File: src/rtl/membus_pkg.sv
// rtl/membus_pkg.sv - shared state encoding and beat helpers for the memory bus bridge
package membus_pkg;

  typedef enum logic [1:0] {ST_IDLE, ST_ADDR, ST_DATA} state_t;

  function automatic int beat_count(input int addr_w, input int pin_w);
    return (addr_w + pin_w - 1) / pin_w;
  endfunction

  function automatic int asel_width(input int beats);
    return (beats > 1) ? $clog2(beats) : 1;
  endfunction

  // Beat idx of a zero-padded address, right-aligned in a 64-bit word.
  function automatic logic [63:0] beat_slice(input logic [63:0] addr, input int idx,
                                             input int pin_w);
    logic [63:0] mask;
    mask = (64'd1 << pin_w) - 64'd1;
    return (addr >> (idx * pin_w)) & mask;
  endfunction

endpackage

File: src/rtl/membus_beat_sel.sv
// rtl/membus_beat_sel.sv - picks the next address beat to present (MS first)
// MEMBUS_ACACHE_EN: skip beats that already match the cached latched address.
module membus_beat_sel
  import membus_pkg::*;
#(
  parameter int ADDR_W = 8,
  parameter int PIN_W = 4,
  localparam int ADDR_BEATS = beat_count(ADDR_W, PIN_W),
  localparam int ASEL_W = asel_width(ADDR_BEATS)
) (
  input  logic              start,
  input  logic [ASEL_W-1:0] cur,
`ifdef MEMBUS_ACACHE_EN
  input  logic [ADDR_W-1:0] addr,
  input  logic [ADDR_W-1:0] cache_addr,
  input  logic              cache_valid,
`endif
  output logic [ASEL_W-1:0] beat,
  output logic              found
);

`ifdef MEMBUS_ACACHE_EN
  // Highest-index differing beat below cur (or below ADDR_BEATS on start).
  always_comb begin
    beat = '0;
    found = 1'b0;
    for (int b = 0; b < ADDR_BEATS; b++) begin
      if ((start || (ASEL_W'(b) < cur)) &&
          (!cache_valid ||
           beat_slice(64'(addr), b, PIN_W) != beat_slice(64'(cache_addr), b, PIN_W))) begin
        beat = ASEL_W'(b);
        found = 1'b1;
      end
    end
  end
`else
  always_comb begin
    beat = start ? ASEL_W'(ADDR_BEATS - 1) : cur - ASEL_W'(1);
    found = start || (cur != '0);
  end
`endif

endmodule

File: src/rtl/membus_bridge.sv
// rtl/membus_bridge.sv - CPU request port to pin-multiplexed external SRAM bus bridge
// MEMBUS_ACACHE_EN: enables the last-latched-address cache that skips unchanged beats.
module membus_bridge
  import membus_pkg::*;
#(
  parameter int DATA_W = 4,
  parameter int PIN_W = 4,
  parameter int ADDR_W = 8,
  parameter int WAIT_STATES = 0,
  localparam int ADDR_BEATS = beat_count(ADDR_W, PIN_W),
  localparam int ASEL_W = asel_width(ADDR_BEATS)
) (
  input  logic              clk,
  input  logic              rst_n,
  input  logic              req_valid,
  output logic              req_ready,
  input  logic              req_we,
  input  logic [ADDR_W-1:0] req_addr,
  input  logic [DATA_W-1:0] req_wdata,
  output logic              rsp_valid,
  output logic [DATA_W-1:0] rsp_rdata,
  output logic [PIN_W-1:0]  bus_out,
  output logic              bus_oe,
  output logic              bus_alat,
  output logic [ASEL_W-1:0] bus_asel,
  output logic              bus_we_n,
  output logic              bus_strobe_n,
  input  logic [DATA_W-1:0] bus_in
);

  localparam int PAD_W = ADDR_BEATS * PIN_W;

  state_t            state;
  logic [ADDR_W-1:0] addr_q;
  logic              we_q;
  logic [DATA_W-1:0] wdata_q;
  logic [3:0]        wait_cnt;

  logic              accept;
  logic              in_idle;
  logic [ADDR_W-1:0] cur_addr;
  logic              cur_we;
  logic [DATA_W-1:0] cur_wdata;
  logic [PAD_W-1:0]  addr_pad;
  logic [PIN_W-1:0]  beat_word;
  logic [ASEL_W-1:0] sel_beat;
  logic              sel_found;

  // In IDLE the request inputs are used directly so the first beat goes out on accept.
  assign in_idle   = (state == ST_IDLE);
  assign accept    = req_valid && req_ready;
  assign cur_addr  = in_idle ? req_addr : addr_q;
  assign cur_we    = in_idle ? req_we : we_q;
  assign cur_wdata = in_idle ? req_wdata : wdata_q;
  assign addr_pad  = PAD_W'(cur_addr);

  always_comb begin
    beat_word = '0;
    for (int b = 0; b < ADDR_BEATS; b++) begin
      if (sel_beat == ASEL_W'(b)) beat_word = addr_pad[b*PIN_W +: PIN_W];
    end
  end

`ifdef MEMBUS_ACACHE_EN
  logic [ADDR_W-1:0] cache_addr;
  logic              cache_valid;
`endif

  membus_beat_sel #(
    .ADDR_W(ADDR_W),
    .PIN_W (PIN_W)
  ) u_beat_sel (
    .start      (in_idle),
    .cur        (bus_asel),
`ifdef MEMBUS_ACACHE_EN
    .addr       (cur_addr),
    .cache_addr (cache_addr),
    .cache_valid(cache_valid),
`endif
    .beat       (sel_beat),
    .found      (sel_found)
  );

  always_ff @(posedge clk or negedge rst_n) begin
    if (!rst_n) begin
      state        <= ST_IDLE;
      addr_q       <= '0;
      we_q         <= 1'b0;
      wdata_q      <= '0;
      wait_cnt     <= '0;
      req_ready    <= 1'b1;
      rsp_valid    <= 1'b0;
      rsp_rdata    <= '0;
      bus_out      <= '0;
      bus_oe       <= 1'b0;
      bus_alat     <= 1'b0;
      bus_asel     <= '0;
      bus_we_n     <= 1'b1;
      bus_strobe_n <= 1'b1;
`ifdef MEMBUS_ACACHE_EN
      cache_addr   <= '0;
      cache_valid  <= 1'b0;
`endif
    end else begin
      rsp_valid <= 1'b0;
      if (state == ST_DATA) begin
        if (wait_cnt == 4'd0) begin
          state        <= ST_IDLE;
          req_ready    <= 1'b1;
          rsp_valid    <= 1'b1;
          if (!we_q) rsp_rdata <= bus_in;
          bus_oe       <= 1'b0;
          bus_out      <= '0;
          bus_we_n     <= 1'b1;
          bus_strobe_n <= 1'b1;
        end else begin
          wait_cnt     <= wait_cnt - 4'd1;
          bus_strobe_n <= (wait_cnt != 4'd1);
        end
      end else if (state == ST_ADDR || accept) begin
        if (in_idle) begin
          addr_q    <= req_addr;
          we_q      <= req_we;
          wdata_q   <= req_wdata;
          req_ready <= 1'b0;
        end
        if (sel_found) begin
          state    <= ST_ADDR;
          bus_alat <= 1'b1;
          bus_oe   <= 1'b1;
          bus_asel <= sel_beat;
          bus_out  <= beat_word;
        end else begin
          // Address fully latched externally: start the data phase.
          state        <= ST_DATA;
          bus_alat     <= 1'b0;
          bus_asel     <= '0;
          bus_oe       <= cur_we;
          bus_out      <= cur_we ? PIN_W'(cur_wdata) : '0;
          bus_we_n     <= !cur_we;
          bus_strobe_n <= (WAIT_STATES != 0);
          wait_cnt     <= 4'(WAIT_STATES);
`ifdef MEMBUS_ACACHE_EN
          cache_addr   <= cur_addr;
          cache_valid  <= 1'b1;
`endif
        end
      end
    end
  end

endmodule
File: config.mk
export PLATFORM = sky130hd
export DESIGN_NAME = membus_bridge
export DESIGN_NICKNAME = d
export VERILOG_FILES = /design/src/rtl/membus_pkg.sv /design/src/rtl/membus_beat_sel.sv /design/src/rtl/membus_bridge.sv
export SDC_FILE = /design/constraint.sdc
export NUM_CORES = 1
export LEC_CHECK = 0
export BUFFER_PORTS_ARGS = -buffer_cell sky130_fd_sc_hd__buf_2
export CORE_MARGIN = 4
export CORE_UTILIZATION = 40
export CTS_BUF_LIST = sky130_fd_sc_hd__clkbuf_8 sky130_fd_sc_hd__clkbuf_16
export CTS_CLUSTER_DIAMETER = 30
export DETAILED_ROUTE_END_ITERATION = 8
export HOLD_SLACK_MARGIN = 0.03
export PLACE_DENSITY = 0.66
export SETUP_SLACK_MARGIN = 0.4
export SLEW_MARGIN = 20
export SYNTH_ARGS = -nofsm -noshare
export SYNTH_HDL_FRONTEND = slang
export SYNTH_SLANG_ARGS = --single-unit
File: constraint.sdc
create_clock -name clk -period 1.48 [get_ports clk]
set_input_delay 0.222 -clock clk [delete_from_list [all_inputs] [get_ports clk]]
set_output_delay 0.222 -clock clk [all_outputs]
set_load 0.01 [all_outputs]
### Word level (Yosys, flattened, before mapping)

Index checks and enable logic that the tools add are counted.

* add/sub/neg operators: 2
* eq/ne operators: 6
* multiplexer cells: 37
* bitwise operators: 2
* reductions and logical operators: 15

Operator list (count)
* 2-to-1 mux 4 bit: 11
* 2-to-1 mux 1 bit: 21
* AND reduction 3 bit: 4
* 2-to-1 mux 2 bit: 4
* 2-to-1 mux 8 bit: 1
* AND reduction 2 bit: 3
* zero test 4 bit: 1
* inequality test 2 x 1 -> 1 bit, second input constant: 2
* inequality test 4 x 1 -> 1 bit, second input constant: 1
* nonzero test 2 bit: 2
* subtractor 4 x 1 -> 4 bit, second input constant: 1
* == test 2 x 1 -> 1 bit, second input constant: 1
* == test 2 bit, second input constant: 1
* zero test 2 bit: 1
* logical OR 1 bit: 2
* inequality test 2 bit, second input constant: 1
* inverter 1 bit: 2
* logical AND 1 bit: 1
* zero test 1 bit: 1
* subtractor 1 bit, second input constant: 1

* bits in registers: 34
* input port bits: 20
* output and inout bits: 15
* logic and storage cells: 76

### Depth between registers and ports, before layout

Gate-level depths: netlist (run 1).

* word-level depth: 6
* depth in mapped cells: 6
* mapped depth without buffers: 6

### Cells and area by module

Synthesis (run 1) repeated with hierarchy kept, for this count alone.

* cells, all modules: 146
* area total of the unflattened synthesis: 1721.7 um2

Modules (own cells, without submodules)
* membus_bridge: instances 1, cells each 144, area each 1709.1 um2, sequential area each 854.6 um2
* membus_beat_sel: instances 1, cells each 2, area each 12.5 um2, sequential area each 0.0 um2

### Least setup slack after synthesis (run 1)

OpenSTA, ideal clock, no wires.

* path type: register to register
* start point: reg wait_cnt[0]
* end point: reg bus_out[0]
* setup time: 0.125 ns
* arrival: 1.504 ns
* data required time: 1.355 ns
* path slack: -0.149 ns
* cell stages (with the launch flop): 7
* buffers on the path: 0
* period minus slack after synthesis: 1.629 ns
* cells stage by stage: dfrtp_1 > inv_1 > ha_1 > or3b_1 > a22o_1 > a32oi_1 > nand2_1

* cells in the longest elaborated chain, start to end: 3

RTL lines
* start, declared: RTL line membus_bridge.sv:37 `logic [3:0] wait_cnt;`
* start signal, assigned: RTL line membus_bridge.sv:117 `wait_cnt <= wait_cnt - 4'd1;`
* start signal, assigned: RTL line membus_bridge.sv:142 `wait_cnt <= 4'(WAIT_STATES);`
* zero test 4 bit: RTL line membus_bridge.sv:107 `if (wait_cnt == 4'd0) begin`
* inequality test 2 x 1 -> 1 bit (no source line)
* AND reduction 2 bit (no source line)
* end signal, assigned: RTL line membus_bridge.sv:132 `bus_out <= beat_word;`
* end signal, assigned: RTL line membus_bridge.sv:139 `bus_out <= cur_we ? PIN_W'(cur_wdata) : '0;`
* end, declared: RTL line membus_bridge.sv:22 `output logic [PIN_W-1:0] bus_out,`

Every way passes these cells.
A chain may end at the register's enable or synchronous reset.

### Final worst setup path (run 1)

* start point: reg wait_cnt[1]
* end point: reg bus_out[1]

The elaborated chain is that of the path after synthesis.

==> key figures, run 1 <==
Global route
  • Initial antenna violation count: 0
  • Tot GR Track Use: 16.8%
  • Largest net degree at the start of global routing: 35
  • Total gr overflow: 0
  • First-pass GRT wire length: 6740 µm
  • Vias in the first global route: 1419

Worst setup path
  • Slowest cell on crit path: dfrtp_1
  • CP Max Fanout: 6
  • Worst r2r dst: bus_out[1]$_DFFE_PN0P_
  • Crit Reg-Reg Startpoint: wait_cnt[1]$_DFFE_PN0P_
  • CP arrival: 1.81 ns
  • Setup crit start: wait_cnt[1]$_DFFE_PN0P_
  • CP Class: flip-flop to flip-flop
  • R2r setup slk: -0.16 ns
  • CP Buf/Inv Count: 1
  • Worst setup SP type: flip-flop
  • Slowest stage delay, CP: 0.40 ns
  • Crit path max-delay family: simple AND/OR/NAND/NOR gates
  • Critical Path End Type: flip-flop
  • WP data required: 1.65 ns
  • R2R depth: 6
  • Critical path cell sequence: inv_2, ha_4, or3b_4, a22o_4, a32oi_1, nand2_1

Synthesis
  • Post-synth EDFFs: 0
  • Mux cell area share after synthesis: 13.3%
  • Synth cell types: 39
  • Mean Syn Cell Area: 11.8 µm²
  • Post-Syn Area: 1630 µm²
  • Post-synthesis compound-gate area fraction: 15.2%
  • Seq/Total Area, Yosys: 52.3%
  • Largest family of logic cells by synthesized area: compound AO/OA/AOI/OAI gates
  • Commonest cells post-synth: dfrtp_1 (31), mux2_2 (17), nor2_1 (13)
  • Area contributors post-synth: dfrtp_1 (48%), mux2_2 (12%), dfstp_2 (4.8%)
  • Adder-Cell Fraction of Synth Area: 2.30%
  • Synth area leader: dfrtp_1
  • Prevailing post-synth register cell: dfrtp_1
  • Synth Area in XOR/XNOR: 0.536%
  • Top-count cell post-synth: dfrtp_1
  • Synth Area in Simple Gates: 12.1%
  • Synth warnings: 0
  • Flops & latches, synth: 34
  • Post-synth top area share: 47.5%
  • Async S/R FF share, synth: 100%
  • Mapped Nets: 161
  • Synth Instances: 138

Layout
  • Antenna diodes: 0
  • Layout net count: 231
  • Finished Cell Area: 2430 µm²
  • Fraction of final layout cells sized beyond drive strength 1: 59.3%
  • Layout Cells excl Fill: 257
  • Final Core Density: 64.0%
  • Area Overhead vs Synth: 48.9%

Clock network
  • Clk slew on worst S/H paths: 0.07 ns
  • CTS Root Cell: clkbuf_8
  • CTS tree: yes
  • Clk buf depth: 2
  • CTS buffer count: 5
  • H-tree Lvls: 2
  • Worst skew pair latency: 0.29 ns
  • Clock sinks: 34

Floorplanning
  • Starting Density: 43.0%
  • Core ar.: 3800 µm²
  • # rows: 22
  • Die W: 71.9 µm
  • Die ar.: 5170 µm²
  • Die Height: 71.9 µm
  • IO Count: 35

Power
  • Leak: 1.18 nW
  • Total power: 0.00590 W
  • Max VDD drop: 1.08 mV
  • PwrDens: 2430 nW/µm²

Hold path
  • Hold path depth: 2
  • Hold crit path type: input port to flip-flop
  • Worst hold endpoint: wdata_q[2]$_DFFE_PN0P_
  • Hold_sp: req_wdata[2]

Timing
  • Final worst setup slack: -0.158 ns
  • Worst-margin pin slew: 0.436 ns
  • RSZ-0062 raised after global routing: yes
  • Clock Skew: 0.00401 ns
  • Slew Limit Fails: 0
  • Final setup viols: 24
  • Fin crit period: 1.64 ns
  • Max_slew headroom: 70.9%
  • Final Hold Viols: 0
  • Fmax: 610 MHz
  • Fin crit share: 111%

Drt
  • Via-to-Cell Ratio: 5.19
  • WL/cell: 15.4 µm
  • Router iterations before antenna repair: 4
  • Total wire length: 3960 µm
  • DRT iter0 DRCs: 67
  • Vias: 1333
  • ANT nets after route: 0
  • DRC errors left: 0

Place
  • Final HPWL DP: 2680 µm
  • Placed Cells: 236
  • Input/output buffers: 34
  • Placed cell areas: 2070 µm²
  • Routability Congestion: 0.877

Outcome
  • Status: complete, but fails checks
  • Failing checks: negative setup slack

Run
  • MaxCap Viol Count: 0
-- cells by family after synthesis --
group | Yosys count
flops | 34
mux | 19
buf+inv | 13
compound gates | 31
simple gates | 37
fa+ha+maj | 3
xor+xnor | 1
-- flip-flops by register name, indices dropped and copies added (netlist names), 2 cells and up --
signal and flops:
addr_q 8, bus_out 4, rsp_rdata 4, wait_cnt 4
wdata_q 4, state 2
-- worst max path at each step --
stage / end / slack [ns] / cells after the start
after floorplan: bus_out[0]$_DFFE_PN0P_ / -0.12 / 6
after global placement: bus_out[2]$_DFFE_PN0P_ / -0.10 / 6
after detailed placement: bus_out[1]$_DFFE_PN0P_ / -0.20 / 6
after CTS: bus_out[1]$_DFFE_PN0P_ / -0.15 / 6
after global routing: bus_out[0]$_DFFE_PN0P_ / -0.22 / 6
final: bus_out[1]$_DFFE_PN0P_ / -0.16 / 6
-- metrics by stage --
step	hold slack (ns)	setup TNS [ns]	worst slack, ns
3_3_place_gp	0.276	-1.43	-0.103
2_1_floorplan	-0.0736	-1.87	-0.120
3_5_place_dp	0.278	-1.97	-0.198
5_1_grt	0.157	-2.72	-0.218
4_1_cts	0.159	-0.951	-0.153
6_report	0.162	-1.48	-0.158
-- layout make-up --
| type | instances | area [µm²] |
|---|---|---|
| well taps | 48 | 60.1 |
| multi-input cells | 91 | 880 |
| fillers | 295 | 1370 |
| repair buffers | 69 | 499 |
| clock buffers | 5 | 68.8 |
| inverters | 7 | 26.3 |
| clock inverters | 3 | 40.0 |
| flip-flops and latches | 34 | 857 |
-- timing repair --
action	in CTS	in global routing
endpoints found under the hold margin	31	0
gates resized for setup	26	9
setup endpoints to repair	39	40
gates cloned	0	0
hold buffers	1	0
buffers inserted	9	3
pin swaps	14	5
-- where the power goes --
part / total [W] / switching (W) / internal [W]
Sequential: 0.00183 / 0.000420 / 0.00141
Combinational: 0.00322 / 0.00137 / 0.00185
Clock: 0.000846 / 0.000351 / 0.000496
-- metal layers --
| layer | routed length, µm | GRT usage (%) |
|---|---|---|
| met3 | 145 | 4.16 |
| met2 | 2050 | 29.2 |
| met5 | 0 | 0 |
| met1 | 1700 | 20.0 |
| met4 | 70 | 6.47 |
-- layout by cell type (no fill, tap or decap), drive strengths merged, types with 4 or more instances in the layout --
cell type  count
nor2          14
a21o           6
dfrtp         31
a32oi          4
inv            7
mux2          18
o221ai         4
clkbuf         5
o21ai          5
nand2          9
buf           68
Power figures use the tool's default switching activity.
==> run 2: changes to the inputs <==
ABC_AREA = 1   (was default)
==> key figures, run 2 <==
Timing
  • RSZ-0062 raised after global routing: yes
  • Final Hold Viols: 0
  • Fin crit period: 1.33 ns
  • Fin crit share: 90.0%
  • Fmax: 751 MHz
  • Worst-margin pin slew: 0.428 ns
  • Slew Limit Fails: 0
  • Final setup viols: 0
  • Max_slew headroom: 71.4%
  • Clock Skew: 0.00607 ns
  • Setup Total Neg Slack: 0 ns

Floorplanning
  • Starting Density: 41.5%
  • # rows: 23
  • Die W: 72.6 µm
  • IO Count: 35
  • Core ar.: 4030 µm²
  • Die ar.: 5270 µm²
  • Die Height: 72.6 µm

Drt
  • WL/cell: 13.7 µm
  • Router iterations before antenna repair: 4
  • Met3 wire length: 254 µm
  • Total wire length: 4390 µm
  • ANT nets after route: 0
  • Met2 wire len: 2230 µm
  • WL met1: 1840 µm
  • Vias: 1592
  • DR top layer: met4
  • Via-to-Cell Ratio: 4.96
  • DRT iter0 DRCs: 115
  • DRC errors left: 0

Layout
  • Max reg flops: 8
  • Area Overhead vs Synth: 45.2%
  • FF+latch area: 856 µm²
  • Commonest cells after routing, fill and taps aside: nand2_1 (71), buf_2 (31), dfrtp_1 (30)
  • Final Core Density: 60.2%
  • Antenna diodes: 0
  • Layout net count: 293
  • Fill cells: 365
  • Fraction of final layout cells sized beyond drive strength 1: 40.2%
  • Commonest non-fill, non-tap cell in the layout: nand2_1
  • Multi-input logic area: 893 µm²
  • Register bank with the most flops: addr_q

Clock network
  • Clk buf depth: 2
  • Worst skew pair latency: 0.28 ns
  • CTS Root Cell: clkbuf_8
  • CTS tree: yes
  • Clk slew on worst S/H paths: 0.06 ns
  • H-tree Lvls: 2
  • Clock sinks: 34
  • CTS buffer count: 5

Worst setup path
  • Worst setup SP type: flip-flop
  • CP Class: flip-flop to flip-flop
  • Slowest stage delay, CP: 0.42 ns
  • WP data required: 1.66 ns
  • Critical path cell sequence: inv_4, nor2_4, nand3_4, inv_4, nand2_4, nand2_1, nand2_1
  • CP Max Fanout: 6
  • Slowest cell on crit path: dfrtp_1
  • Critical Path End Type: flip-flop
  • CP arrival: 1.51 ns

Power
  • Max VDD drop: 1.05 mV
  • Switch Pwr: 0.00261 W
  • Sw frac: 44.7%
  • Internal Power: 0.00323 W
  • Gate power share: 59.4%
  • Flop pwr share: 28.7%
  • Clock Power Share: 11.9%
  • Leak: 1.27 nW
  • PwrDens: 2410 nW/µm²

Global route
  • Vias in the first global route: 1544
  • Initial antenna violation count: 0
  • Tot GR Track Use: 17.3%
  • First-pass GRT wire length: 7010 µm
  • Largest net degree at the start of global routing: 19
  • Total gr overflow: 0

Synthesis
  • Prevailing post-synth register cell: dfrtp_1
  • Top-count cell post-synth: nand2_1
  • Mapped Nets: 231
  • Async S/R FF share, synth: 100%
  • Post-synth EDFFs: 0
  • Seq/Total Area, Yosys: 51.2%
  • Post-synth top area share: 46.4%
  • Synth area leader: dfrtp_1
  • Mean Syn Cell Area: 8.03 µm²
  • Flops & latches, synth: 34
  • Synth cell types: 21
  • Synth warnings: 0
  • Post-Syn Area: 1670 µm²
  • Area contributors post-synth: dfrtp_1 (46%), nand2_1 (19%), o21ai_0 (6.6%)
  • Commonest cells post-synth: nand2_1 (85), dfrtp_1 (31), inv_1 (22), o21ai_0 (22), nand3_1 (16)
  • Synth Instances: 208

Outcome
  • Status: completed

Place
  • Routability Congestion: 0.762
  • Final HPWL DP: 2730 µm
  • Input/output buffers: 34

Run
  • MaxCap Viol Count: 0

Hold path
  • Hold crit path type: input port to flip-flop
run 2: cell count changes after synthesis, moves of 15 or more:
cell	change
o21ai_0	+17
nand3_1	+15
mux2_2	-17
inv_1	+15
nand2_1	+77
run 2: layer usage:
| layer | global-route usage [%] | up-vias |
|---|---|---|
| li1 | - | 787 |
| met1 | 22.1 | 755 |
| met2 | 27.5 | 43 |
| met3 | 4.27 | 7 |
| met4 | 8.40 | 0 |
| met5 | 0 | - |
run 2: area by class of cell:
type / count / area share [%]
clock inverter: 2 / 0.361
sequential: 34 / 35.3
clock buffer: 6 / 3.41
multi-input combinational: 148 / 36.8
inverter: 26 / 4.44
timing repair buffer: 55 / 17.1
tap: 50 / 2.58
run 2: power groups by stage:
stage,sequential [W],combinational (W),clock (W)
6_report,0.00168,0.00347,0.000695
5_1_grt,0.00172,0.00384,0.000753
4_1_cts,0.00166,0.00286,0.000716
3_5_place_dp,0.00166,0.00230,0
3_3_place_gp,0.00164,0.00227,0
2_1_floorplan,0.00171,0.00163,0
run 2: logic make-up (layout without fill, tap and decap cells):
group                      count (synthesis)  after routing  share of synthesized area [%]
xor gates and xnor gates                   1              1                          0.524
adders and majority gates                  3              3                           2.25
AOI/OAI and AO/OA                         25             25                           8.24
buffers and inverters                     28             89                           6.82
DFF                                       34             34                           51.2
and+or+nand+nor                          117            119                           31.0
run 2: worst max-delay path, delay by kind of cell (launching register included):
kind | cells | cell delay (ns)
flip-flops | 1 | 0.42
AND/OR/NAND/NOR | 5 | 0.57
buffers and inverters | 2 | 0.23
run 2: worst paths after layout:
check | start | to | slack [ns] | cells past startpoint
worst min-delay path | req_addr[3] | addr_q[3]$_DFFE_PN0P_ | 0.13 | 3
worst max-delay path | state[1]$_DFFE_PN0P_ | rsp_rdata[0]$_DFFE_PN0P_ | 0.15 | 7
max in group asynchronous | rst_n | state[0]$_DFFE_PN0P_ | 0.63 | 3
worst max register to register | state[1]$_DFFE_PN0P_ | rsp_rdata[0]$_DFFE_PN0P_ | 0.15 | 7
worst min register to register | rsp_rdata[2]$_DFFE_PN0P_ | rsp_rdata[2]$_DFFE_PN0P_ | 0.47 | 2
min in group asynchronous | rst_n | addr_q[3]$_DFFE_PN0P_ | 0.41 | 2
run 2: metrics by stage:
step,worst slack [ns],instances,hold slack [ns],instance area (µm²),power (W)
2_1_floorplan,0.251,208,-0.0736,1720,0.00334
3_3_place_gp,0.147,293,0.184,1960,0.00390
3_5_place_dp,0.127,293,0.183,1960,0.00396
4_1_cts,0.212,312,0.130,2250,0.00524
5_1_grt,0.0841,321,0.141,2420,0.00631
6_report,0.148,321,0.135,2420,0.00584
run 2: timing repair:
action / in CTS / in global routing
hold buffers: 1 / 0
resized for setup: 23 / 31
cloned: 1 / 2
endpoints found under the setup margin: 37 / 38
buffers inserted: 9 / 7
endpoints found under the hold margin: 14 / 0
pin swaps: 6 / 11
